<file path="config.mk">
export PLATFORM = sky130hd
export DESIGN_NAME = updown_mod_counter_flat
export DESIGN_NICKNAME = d
export VERILOG_FILES = /design/src/rtl/updown_mod_counter_if.sv /design/src/rtl/updown_mod_counter.sv /design/src/flat_wrapper.sv
export SDC_FILE = /design/constraint.sdc
export NUM_CORES = 1
export LEC_CHECK = 0
export CAP_MARGIN = 10
export CORE_MARGIN = 10
export CORE_UTILIZATION = 48
export DETAILED_ROUTE_END_ITERATION = 6
export PLACE_DENSITY = 0.79
export SYNTH_ARGS = -nofsm -noshare
export SYNTH_HDL_FRONTEND = slang
export SYNTH_SLANG_ARGS = --single-unit
</file>
<file path="constraint.sdc">
create_clock -name clock -period 2.1 [get_ports clock]
set_clock_uncertainty 0.05 [all_clocks]
set_input_delay 0.42 -clock clock [delete_from_list [all_inputs] [get_ports clock]]
set_output_delay 0.42 -clock clock [all_outputs]
set_load 0.02 [all_outputs]
</file>
<file path="src/rtl/updown_mod_counter_if.sv">
// Control and status bundle of the up/down modulus counter.
// The master drives enable/mode/load_value; the counter (slave) returns count and flags.
interface updown_mod_counter_if #(
    parameter int WIDTH = 8
);
    logic             enable;
    logic [1:0]       mode;
    logic [WIDTH-1:0] load_value;
    logic [WIDTH-1:0] oResult;
    logic             wrap;
    logic             at_max;
    logic             at_zero;

    modport master (
        output enable,
        output mode,
        output load_value,
        input  oResult,
        input  wrap,
        input  at_max,
        input  at_zero
    );

    modport slave (
        input  enable,
        input  mode,
        input  load_value,
        output oResult,
        output wrap,
        output at_max,
        output at_zero
    );
endinterface

</file>
<file path="src/rtl/updown_mod_counter.sv">
// Up/down counter over 0..MAX_VAL with clamped parallel load and a 1-cycle wrap strobe.
// Latency: one clock from enable/mode to oResult/wrap; at_max/at_zero decoded combinationally.
// No backpressure: enable=0 holds. Define COUNTER_SAT_EN for saturating (wrap = "saturated").
module updown_mod_counter #(
    parameter int WIDTH   = 8,
    parameter int MAX_VAL = 2**WIDTH-1
) (
    input  logic                  clock,
    input  logic                  reset,
    updown_mod_counter_if.slave   bus
);
    localparam logic [WIDTH-1:0] MAX = WIDTH'(MAX_VAL);
    localparam logic [1:0] MODE_HOLD = 2'b00;
    localparam logic [1:0] MODE_UP   = 2'b01;
    localparam logic [1:0] MODE_DOWN = 2'b10;
    localparam logic [1:0] MODE_LOAD = 2'b11;

    logic [WIDTH-1:0] count_q, count_d;
    logic             wrap_q, wrap_d;

    // Limit compare precedes the +/-1, so MAX_VAL = 2**WIDTH-1 never overflows.
    always_comb begin
        count_d = count_q;
        wrap_d  = 1'b0;
        if (bus.enable) begin
            case (bus.mode)
                MODE_UP: begin
                    if (count_q == MAX) begin
                        wrap_d = 1'b1;
`ifdef COUNTER_SAT_EN
                        count_d = MAX;
`else
                        count_d = '0;
`endif
                    end else begin
                        count_d = count_q + WIDTH'(1);
                    end
                end
                MODE_DOWN: begin
                    if (count_q == '0) begin
                        wrap_d = 1'b1;
`ifdef COUNTER_SAT_EN
                        count_d = '0;
`else
                        count_d = MAX;
`endif
                    end else begin
                        count_d = count_q - WIDTH'(1);
                    end
                end
                MODE_LOAD: count_d = (bus.load_value > MAX) ? MAX : bus.load_value;
                MODE_HOLD: count_d = count_q;
                default:   count_d = count_q;
            endcase
        end
    end

    always_ff @(posedge clock) begin
        if (reset) begin
            count_q <= '0;
            wrap_q  <= 1'b0;
        end else begin
            count_q <= count_d;
            wrap_q  <= wrap_d;
        end
    end

    assign bus.oResult = count_q;
    assign bus.wrap    = wrap_q;
    assign bus.at_max  = (count_q == MAX);
    assign bus.at_zero = (count_q == '0);
endmodule

</file>
<file path="src/flat_wrapper.sv">
// flat-port wrapper written by rule: the top's interface ports become plain ports
module updown_mod_counter_flat 
#(
    parameter int WIDTH   = 8,
    parameter int MAX_VAL = 2**WIDTH-1
)
  (clock, reset, bus_enable, bus_mode, bus_load_value, bus_oResult, bus_wrap, bus_at_max, bus_at_zero);
  updown_mod_counter_if #(.WIDTH(WIDTH)) bus_i ();
  input  logic clock;
  input  logic reset;
  input wire logic [$bits(bus_i.enable)-1:0] bus_enable;
  input wire logic [$bits(bus_i.mode)-1:0] bus_mode;
  input wire logic [$bits(bus_i.load_value)-1:0] bus_load_value;
  output wire logic [$bits(bus_i.oResult)-1:0] bus_oResult;
  output wire logic [$bits(bus_i.wrap)-1:0] bus_wrap;
  output wire logic [$bits(bus_i.at_max)-1:0] bus_at_max;
  output wire logic [$bits(bus_i.at_zero)-1:0] bus_at_zero;
  assign bus_i.enable = bus_enable;
  assign bus_i.mode = bus_mode;
  assign bus_i.load_value = bus_load_value;
  assign bus_oResult = bus_i.oResult;
  assign bus_wrap = bus_i.wrap;
  assign bus_at_max = bus_i.at_max;
  assign bus_at_zero = bus_i.at_zero;
  updown_mod_counter #(.WIDTH(WIDTH), .MAX_VAL(MAX_VAL)) u_core (.clock(clock), .reset(reset), .bus(bus_i));
endmodule
</file>
== Yosys cells after proc, flatten, opt, wreduce, memory -nomap -nowiden ==
Cells that the tools add are included.
Storage, ports and cells
  register bits: 9
  bits in latches: 0
  memory bits (writable): 0
  memory bits (read-only): 0
  bits of input ports: 13
  output and inout port bits: 11
  word-level logic and storage cells: 22
  memories: 0
Operators by class
  add/sub/neg operators: 2
  multipliers: 0
  div/mod/pow operators: 0
  $lt $le $gt $ge: 1
  equality and inequality tests: 4
  shift-type cells: 0
  muxes and demuxes: 7
  bitwise operators: 2
  reductions and logical operators: 4
Operator list (count)
  two-way mux 8 bit: 3
  case mux 8 bit (3 select lines): 1
  adder 8 x 1 -> 8 bit, second input constant: 1
  == test 8 bit, second input constant: 1
  > comparator 8 bit, second input constant: 1
  logical NOT 8 bit: 1
  subtractor 8 x 1 -> 8 bit, second input constant: 1
  == test 2 bit, second input constant: 2
  == test 2 x 1 -> 1 bit, second input constant: 1
  logical NOT 2 bit: 1
  two-way mux 1 bit: 2
  NOT 1 bit: 2
  case mux 1 bit (2 select lines): 1
  AND reduction 2 bit: 1
  OR reduction 2 bit: 1

== Logic depth before layout (Yosys ltp) ==
Gate-level depths: netlist of run 1.
  word-level depth: 3
  gate-level depth with buffers: 7
  gate-level depth less buffers: 6

== Worst setup path after synthesis of run 1 ==
OpenSTA, ideal clock, no wires.
  path type: register to register
  start point: reg u_core.count_q[0], in the netlist u_core.bus.oResult[0]
  end point: reg u_core.count_q[4], in the netlist u_core.bus.oResult[4]
  arrival: 1916 ps
  data required time: 1959 ps
  path slack: 44 ps
  cell stages (with the launch flop): 7
  path buffers: 0
  period minus slack after synthesis: 2056 ps
  cells stage by stage: dfxtp_1 -> inv_1 -> ha_1 -> or4b_4 -> nor2_1 -> o21ai_0 -> a311oi_1
Between the ends
  word-level cells in the longest chain between the ends: 3
  elaborated cells on any way between the ends: 7
Ends and longest elaborated chain
  from (decl): RTL line updown_mod_counter.sv:18  | logic [WIDTH-1:0] count_q, count_d;
  from (signal assigned): RTL line updown_mod_counter.sv:63  | count_q <= count_d;
  logical NOT 8 bit
  named net bus_at_zero: RTL line flat_wrapper.sv:17  | output wire logic [$bits(bus_i.at_zero)-1:0] bus_at_zero;
  two-way mux 8 bit: RTL line updown_mod_counter.sv:40  | if (count_q == '0) begin
  case mux 8 bit (3 select lines): RTL line updown_mod_counter.sv:26  | case (bus.mode)
The timed path passes the listed nets, and every way through them passes these cells.
A chain may end at the register's enable or synchronous reset.

== Worst setup path in the final report of run 1 ==
  start point: reg u_core.count_q[0], in the netlist u_core.bus.oResult[0]
  end point: out bus_at_zero
Between the ends
  word-level cells in the longest chain between the ends: 1
Ends and longest elaborated chain
  logical NOT 8 bit: RTL line updown_mod_counter.sv:71  | assign bus.at_zero = (count_q == '0);
  to (decl): RTL line flat_wrapper.sv:17
No other way between the ends.

==> qor.tcl, run 1 <==
set qor(outcome) {completed}
set qor(cts_htree_levels) 1
set qor(clock_tree.root_cell) {clkbuf_4}
set qor(ys_seq_elements) 9
set qor(asyncSetResetFlopFracSynth) 0
set qor(syn_to_final_growth_pct) 62.0
set qor(grt_util_met1) 0.185
set qor(power_leakage_uw) 0.000656
set qor(layout.nets) 189
set qor(grt_max_degree) 14
set qor(initial_utilization) 0.519
set qor(die-height_um) 63.7
set qor(grt_antenna_before_repair) 0
set qor(fillerInstances) 114
set qor(pwr_density_cell_nw_per_um2) 476
set qor(timing.critical_path.fanout_max) 2
set qor(part_of_the_yosys_area_used_for_sequential_elements) 0.197
set qor(path_class) {reg2out}
set qor(synthesis.instances) 115
set qor(grt_total_usage) 0.167
set qor(critPathRequiredTime_ns) 1.63
set qor(min_period_ns) 2.01
set qor(synth_top_area_frac) 0.197
set qor(postLayoutCoreUtil) 0.841
set qor(overflow) 0
set qor(placedInstanceArea_sq_um) 1400
set qor(insertion_delay_ns) 0.27
set qor(violation_count_after_the_first_detailed_routing_iteration) 70
set qor(worst_ep_arrival_time_ns) 1.54
set qor(synthesis.area_per_instance_sq_um) 7.96
set qor(worst_r2r_path_depth) 7
set qor(hpwl_um) 2580
set qor(timing.slew.headroom) 0.702
set qor(list_of_most_frequent_post_synthesis_cells) {dfxtp_1 (9), a21oi_1 (7), ha_1 (7), inv_1 (7), nor2_1 (6)}
set qor(path_clk_slew_ns) 0.06
set qor(max_slew.worst_pin.slew_ns) 0.446
set qor(post_route_cells_drive_above_1_share) 0.381
set qor(multi_input_area_sq_um) 696
set qor(cts-root-to-sink-buffers) 2
set qor(design_power_total_uw) 707
set qor(layout.area.seq_sq_um) 180
set qor(ir_worst_vdd_mv) 0.367
set qor(layout.cell_area.non_filler_sq_um) 1480
set qor(cts_tree) {yes}
set qor(drt_wl_total_um) 3440
set qor(io-pin-count) 24
set qor(drtAntennaViolNets) 0
set qor(gr-usage-met2) 0.289
set qor(grt_pass1_wl_um) 5700
set qor(dp_worst_setup_slack_ns) -0.380
set qor(fmax_mhz) 499
set qor(grt_most_used_layer) {met2}
set qor(die_area_sq_um) 4060
set qor(cts_buffers) 3
set qor(post-synth-top-count-cell) {dfxtp_1}
set qor(fp.dieW_um) 63.7
set qor(antenna_cells_inserted) 0
set qor(port_buffers) 23
set qor(num_vias) 1170
set qor(yosys-top-cells-area) {dfxtp_1 (20%), ha_1 (9.6%), a21oi_1 (3.8%), a221oi_1 (3.8%), or4b_4 (3.0%)}
set qor(timing_max_transition_violations_final) 0
set qor(finalSetupTns_ns) 0
set qor(max_cap_viol_count) 0
set qor(average_routed_wire_per_standard_cell_um) 17.8
set qor(worst_slack_ns) 0.0947
set qor(globalRouteMet3Util) 0.0477
set qor(critPathLaunchType) {flop}
set qor(gp_congestion) 0.931
set qor(core-area_sq_um) 1760
set qor(grt_setup_unrepaired) {no}
set qor(grt_pass1_vias) 1202
set qor(layout_worst_path_cycle_share) 0.955
set qor(ys.warnings.count) 0
set qor(timing.hold.worst_path_depth) 3
set qor(timing.final.hold_violations) 0
set qor(post_synth_num_cell_types) 50
set qor(cts_sinks) 9
set qor(number_of_detailed_routing_iterations_run_before_antenna_repair) 4
set qor(synth_enable_flop_cells) 0
set qor(remaining_drc_errors) 0
set qor(min-delay-path-class) {reg2reg}
set qor(worst_setup_path_end_kind) {output pin}
set qor(postSynthNetCount) 135
set qor(setup_viol_count_final) 0
set qor(synth.largest_area_cell) {dfxtp_1}
set qor(syn-cell-area_sq_um) 916
set qor(rows) 15
set qor(drt-vias-per-instance) 6.06
set qor(postSynth.topFlopCell) {dfxtp_1}
report_power, final:
group | switching, uW | internal (uW) | total (uW)
registers | 8.72 | 184 | 192
logic | 183 | 188 | 371
clock network | 69.5 | 73.7 | 143
state kept, by name, summed over array words and instances, names as in the netlist:
name                count
u_core.bus.oResult      8
u_core.bus.wrap         1
area by class of cell:
| class | count | area share |
|---|---|---|
| Clock buffer | 4 | 0.0177 |
| Inverter | 7 | 0.0202 |
| Multi-Input combinational cell | 88 | 0.469 |
| Sequential cell | 9 | 0.121 |
| Tap cell | 25 | 0.0211 |
| Timing Repair Buffer | 60 | 0.351 |
kinds of logic after synthesis:
kind of cell	Yosys count	synth area share
and+or+nand+nor	38	0.262
buffers and inverters	18	0.0902
adders and majority gates	7	0.0956
xor gates and xnor gates	2	0.0191
AOI/OAI and AO/OA	41	0.336
DFF	9	0.197
path summary, 6_finish.rpt:
path	end	from	slack (ns)
min reg2reg	u_core.bus.oResult[0]	u_core.bus.oResult[0]	0.56
min	u_core.bus.oResult[0]	u_core.bus.oResult[0]	0.56
max reg2reg	u_core.bus.oResult[3]	u_core.bus.oResult[0]	0.13
max	bus_at_zero	u_core.bus.oResult[0]	0.09
timing repair:
action	in CTS	in global routing
gates resized for setup	14	12
setup endpoints to repair	9	9
hold buffers	0	0
pin swaps	1	5
setup buffers	2	0
cell usage in the layout (no fill, tap or decap), drive strengths merged, types with 2 or more instances in the layout:
cell,Yosys,final
buf,6,38
clkdlybuf4s50,0,18
dfxtp,9,9
a21oi,7,7
ha,7,7
nor2,6,6
inv,7,6
nor3,5,5
clkbuf,5,5
o21ai,4,4
nand2,4,4
a221oi,4,4
nand3,3,3
a311oi,3,3
and4,3,3
or2,3,3
or4b,2,2
nand2b,2,2
and2,2,2
o211ai,2,2
a211o,2,2
a32o,2,2
o31ai,2,2
a22oi,2,2
o22ai,2,2
dlymetal6s2s,0,2
or4,2,2
critical path: stages, from the launching register on:
cell and delay, ns:
dfxtp_1 0.32, inv_2 0.06, ha_2 0.17, or4b_4 0.48
nor2_4 0.11, buf_6 0.12
per-layer routing:
layer,share of wire,vias to the layer above
met5,0,-
met3,0.079,15
met1,0.39,545
met2,0.50,62
met4,0.033,0
li1,-,548
per-stage QoR:
stage | hold slack, ns | std cells
after detailed placement | 0.572 | 187
after global routing | 0.602 | 193
after global placement | 0.543 | 187
final | 0.561 | 193
after floorplan | 0.495 | 115
after CTS | 0.581 | 193
(Power assumes the default switching activity.)
==> run 2, diff against run 1 <==
--- a/config.mk
+++ b/config.mk
@@ -10,6 +10,7 @@
 export CORE_UTILIZATION = 48
 export DETAILED_ROUTE_END_ITERATION = 6
 export PLACE_DENSITY = 0.79
+export SLEW_MARGIN = 20
 export SYNTH_ARGS = -nofsm -noshare
 export SYNTH_HDL_FRONTEND = slang
 export SYNTH_SLANG_ARGS = --single-unit
==> results of run 2 <==
The final DEF is identical to that of run 1; final timing and power are the same.
==> run 3, diff against run 2 <==
--- a/config.mk
+++ b/config.mk
@@ -7,9 +7,8 @@
 export LEC_CHECK = 0
 export CAP_MARGIN = 10
 export CORE_MARGIN = 10
-export CORE_UTILIZATION = 48
+export CORE_UTILIZATION = 35
 export DETAILED_ROUTE_END_ITERATION = 6
-export PLACE_DENSITY = 0.79
 export SLEW_MARGIN = 20
 export SYNTH_ARGS = -nofsm -noshare
 export SYNTH_HDL_FRONTEND = slang
==> run 3 against run 2 <==
Critical path depth did not move; clock-buffer cell count did not move; combinational power barely moved; register-to-register slack got worse by 0.04 ns; largest power group unchanged; clock power rose by 6%; sequential power barely moved; total power rose by 0.91%; routed wire length fell by 1.3%; sequential share of layout area fell by 0.11 points; global-route usage fell by 3.8 points; cell count rose by 2.1%; critical endpoint unchanged; maximum frequency fell by 1.7%.
==> qor.tcl, run 3 (synthesized netlist as in run 1, its figures left out) <==
set qor(outcome) {completed}
set qor(postLayoutCoreUtil) 0.605
set qor(ir_worst_vdd_mv) 0.326
set qor(timing.critical_path.from) {u_core.bus.oResult[0]}
set qor(hpwl_um) 2550
set qor(layout_commonest_cell) {buf_4}
set qor(remaining_drc_errors) 0
set qor(num_vias) 1169
set qor(overflow) 0
set qor(timing.slew.headroom) 0.669
set qor(drt_wl_total_um) 3400
set qor(layout.area.seq_sq_um) 180
set qor(syn_to_final_growth_pct) 63.5
set qor(path_clk_slew_ns) 0.07
set qor(critPathRequiredTime_ns) 1.63
set qor(crit_end) {bus_at_zero}
set qor(layout.nets) 188
set qor(path_class) {reg2out}
set qor(average_routed_wire_per_standard_cell_um) 17.2
set qor(cts_sinks) 9
set qor(multi_input_area_sq_um) 722
set qor(die-height_um) 71.2
set qor(critPathLaunchType) {flop}
set qor(timing.critical_path.fanout_max) 2
set qor(worst_path_largest_cell_delay_ns) 0.48
set qor(drt-vias-per-instance) 5.93
set qor(timing_max_transition_violations_final) 0
set qor(drtAntennaViolNets) 0
set qor(critical_path.reg2reg.endpoint) {u_core.bus.oResult[3]}
set qor(worst-path-buf-inv) 2
set qor(path_delay_family) {simple AND/OR/NAND/NOR gates}
set qor(max_cap_viol_count) 0
set qor(cts_tree) {yes}
set qor(cts-hold-fix-buffers) 0
set qor(io-pin-count) 24
set qor(grt_antenna_before_repair) 0
set qor(grt_pass1_wl_um) 5540
set qor(grt_setup_unrepaired) {yes}
set qor(critical-path-slowest-cell) {or4b_4}
set qor(fp.dieW_um) 71.2
set qor(fmax_mhz) 490
set qor(grt_max_degree) 13
set qor(timing.hold.worst_path_depth) 3
set qor(worst_setup_path_end_kind) {output pin}
set qor(port_buffers) 23
set qor(min-delay-path-class) {reg2reg}
set qor(initial_utilization) 0.370
set qor(worst_r2r_path_depth) 7
set qor(max_slew.worst_pin.slew_ns) 0.495
set qor(most-common-layout-cells) {buf_4 (36), clkdlybuf4s50_1 (19), dfxtp_1 (9)}
set qor(post_route_cells_drive_above_1_share) 0.365
set qor(fillerInstances) 235
set qor(layout_worst_path_cycle_share) 0.972
set qor(insertion_delay_ns) 0.28
set qor(power_leakage_uw) 0.000648
set qor(fin_hold_ws_ns) 0.569
set qor(worst_ep_arrival_time_ns) 1.57
set qor(setup_viol_count_final) 0
set qor(number_of_detailed_routing_iterations_run_before_antenna_repair) 6
set qor(grt_pass1_vias) 1169
set qor(timing.rr.start) {u_core.bus.oResult[0]}
set qor(largest_register_ff_count) 8
set qor(setup.reg_to_reg.worst_slack_ns) 0.09
set qor(pwr_density_cell_nw_per_um2) 476
set qor(timing.final.hold_violations) 0
set qor(antenna_cells_inserted) 0
set qor(gp_congestion) 0.939
set qor(clock_tree.root_cell) {clkbuf_4}
set qor(min_period_ns) 2.04
set qor(die_area_sq_um) 5060
set qor(grt_total_usage) 0.129
set qor(timing.critical_path.depth) 5
set qor(cts-root-to-sink-buffers) 2
set qor(path_cells) {inv_1, ha_2, or4b_4, nor2_4, buf_6}
set qor(core-area_sq_um) 2480
set qor(violation_count_after_the_first_detailed_routing_iteration) 64
set qor(rows) 18
set qor(cts_buffers) 3
set qor(cts_htree_levels) 1
==> run 3: report_power, final <==
group	internal, uW	total, uW	switching (uW)	leakage (uW)
Clock	73.8	152	78.3	0.0000150
Combinational	186	368	182	0.000559
Sequential	183	193	9.41	0.0000740
Total	443	713	270	0.000648
==> run 3: per-stage QoR <==
step,setup TNS [ns],power (uW),instances,setup WS (ns),area [sq um]
final,0,713,197,0.0593,1500
after global routing,-0.0268,756,197,-0.0268,1500
after CTS,0,686,197,0.0150,1440
after detailed placement,-1.97,531,191,-0.324,1380
after global placement,-1.67,527,191,-0.255,1380
after floorplan,0,371,115,0.0436,916
==> run 3: how the worst min path moves through the flow <==
stage / from / to
floorplan: bus_enable / u_core.bus.wrap
global placement: u_core.bus.oResult[1] / u_core.bus.oResult[1]
detailed placement: u_core.bus.oResult[1] / u_core.bus.oResult[1]
CTS: u_core.bus.oResult[1] / u_core.bus.oResult[1]
global route: u_core.bus.oResult[1] / u_core.bus.oResult[1]
finish: u_core.bus.oResult[1] / u_core.bus.oResult[1]
==> run 3: layer usage <==
layer,part of all wire,GRT usage,up-vias
li1,-,-,547
met1,0.40,0.154,530
met2,0.48,0.218,70
met3,0.084,0.0446,22
met4,0.031,0.0258,0
met5,0,0,-
==> run 3: what timing repair did <==
| action | CTS | global route |
|---|---|---|
| buffers inserted | 2 | 0 |
| pin swaps | 1 | 4 |
| resized for setup | 11 | 13 |
| setup endpoints to repair | 6 | 8 |
==> run 3: area by class of cell <==
class,instances,area share
clock buffer,4,0.0175
multi-input combinational,88,0.482
sequential,9,0.120
inverter,7,0.0175
tap,30,0.0251
timing repair buffer,59,0.338
==> run 3: worst reg2reg max path, delay by kind of cell, from the launching register on <==
family	cells	cell delay (ns)
buf+inv	2	0.24
flops	1	0.32
fa+ha+maj	1	0.17
simple gates	2	0.70
compound gates	2	0.42
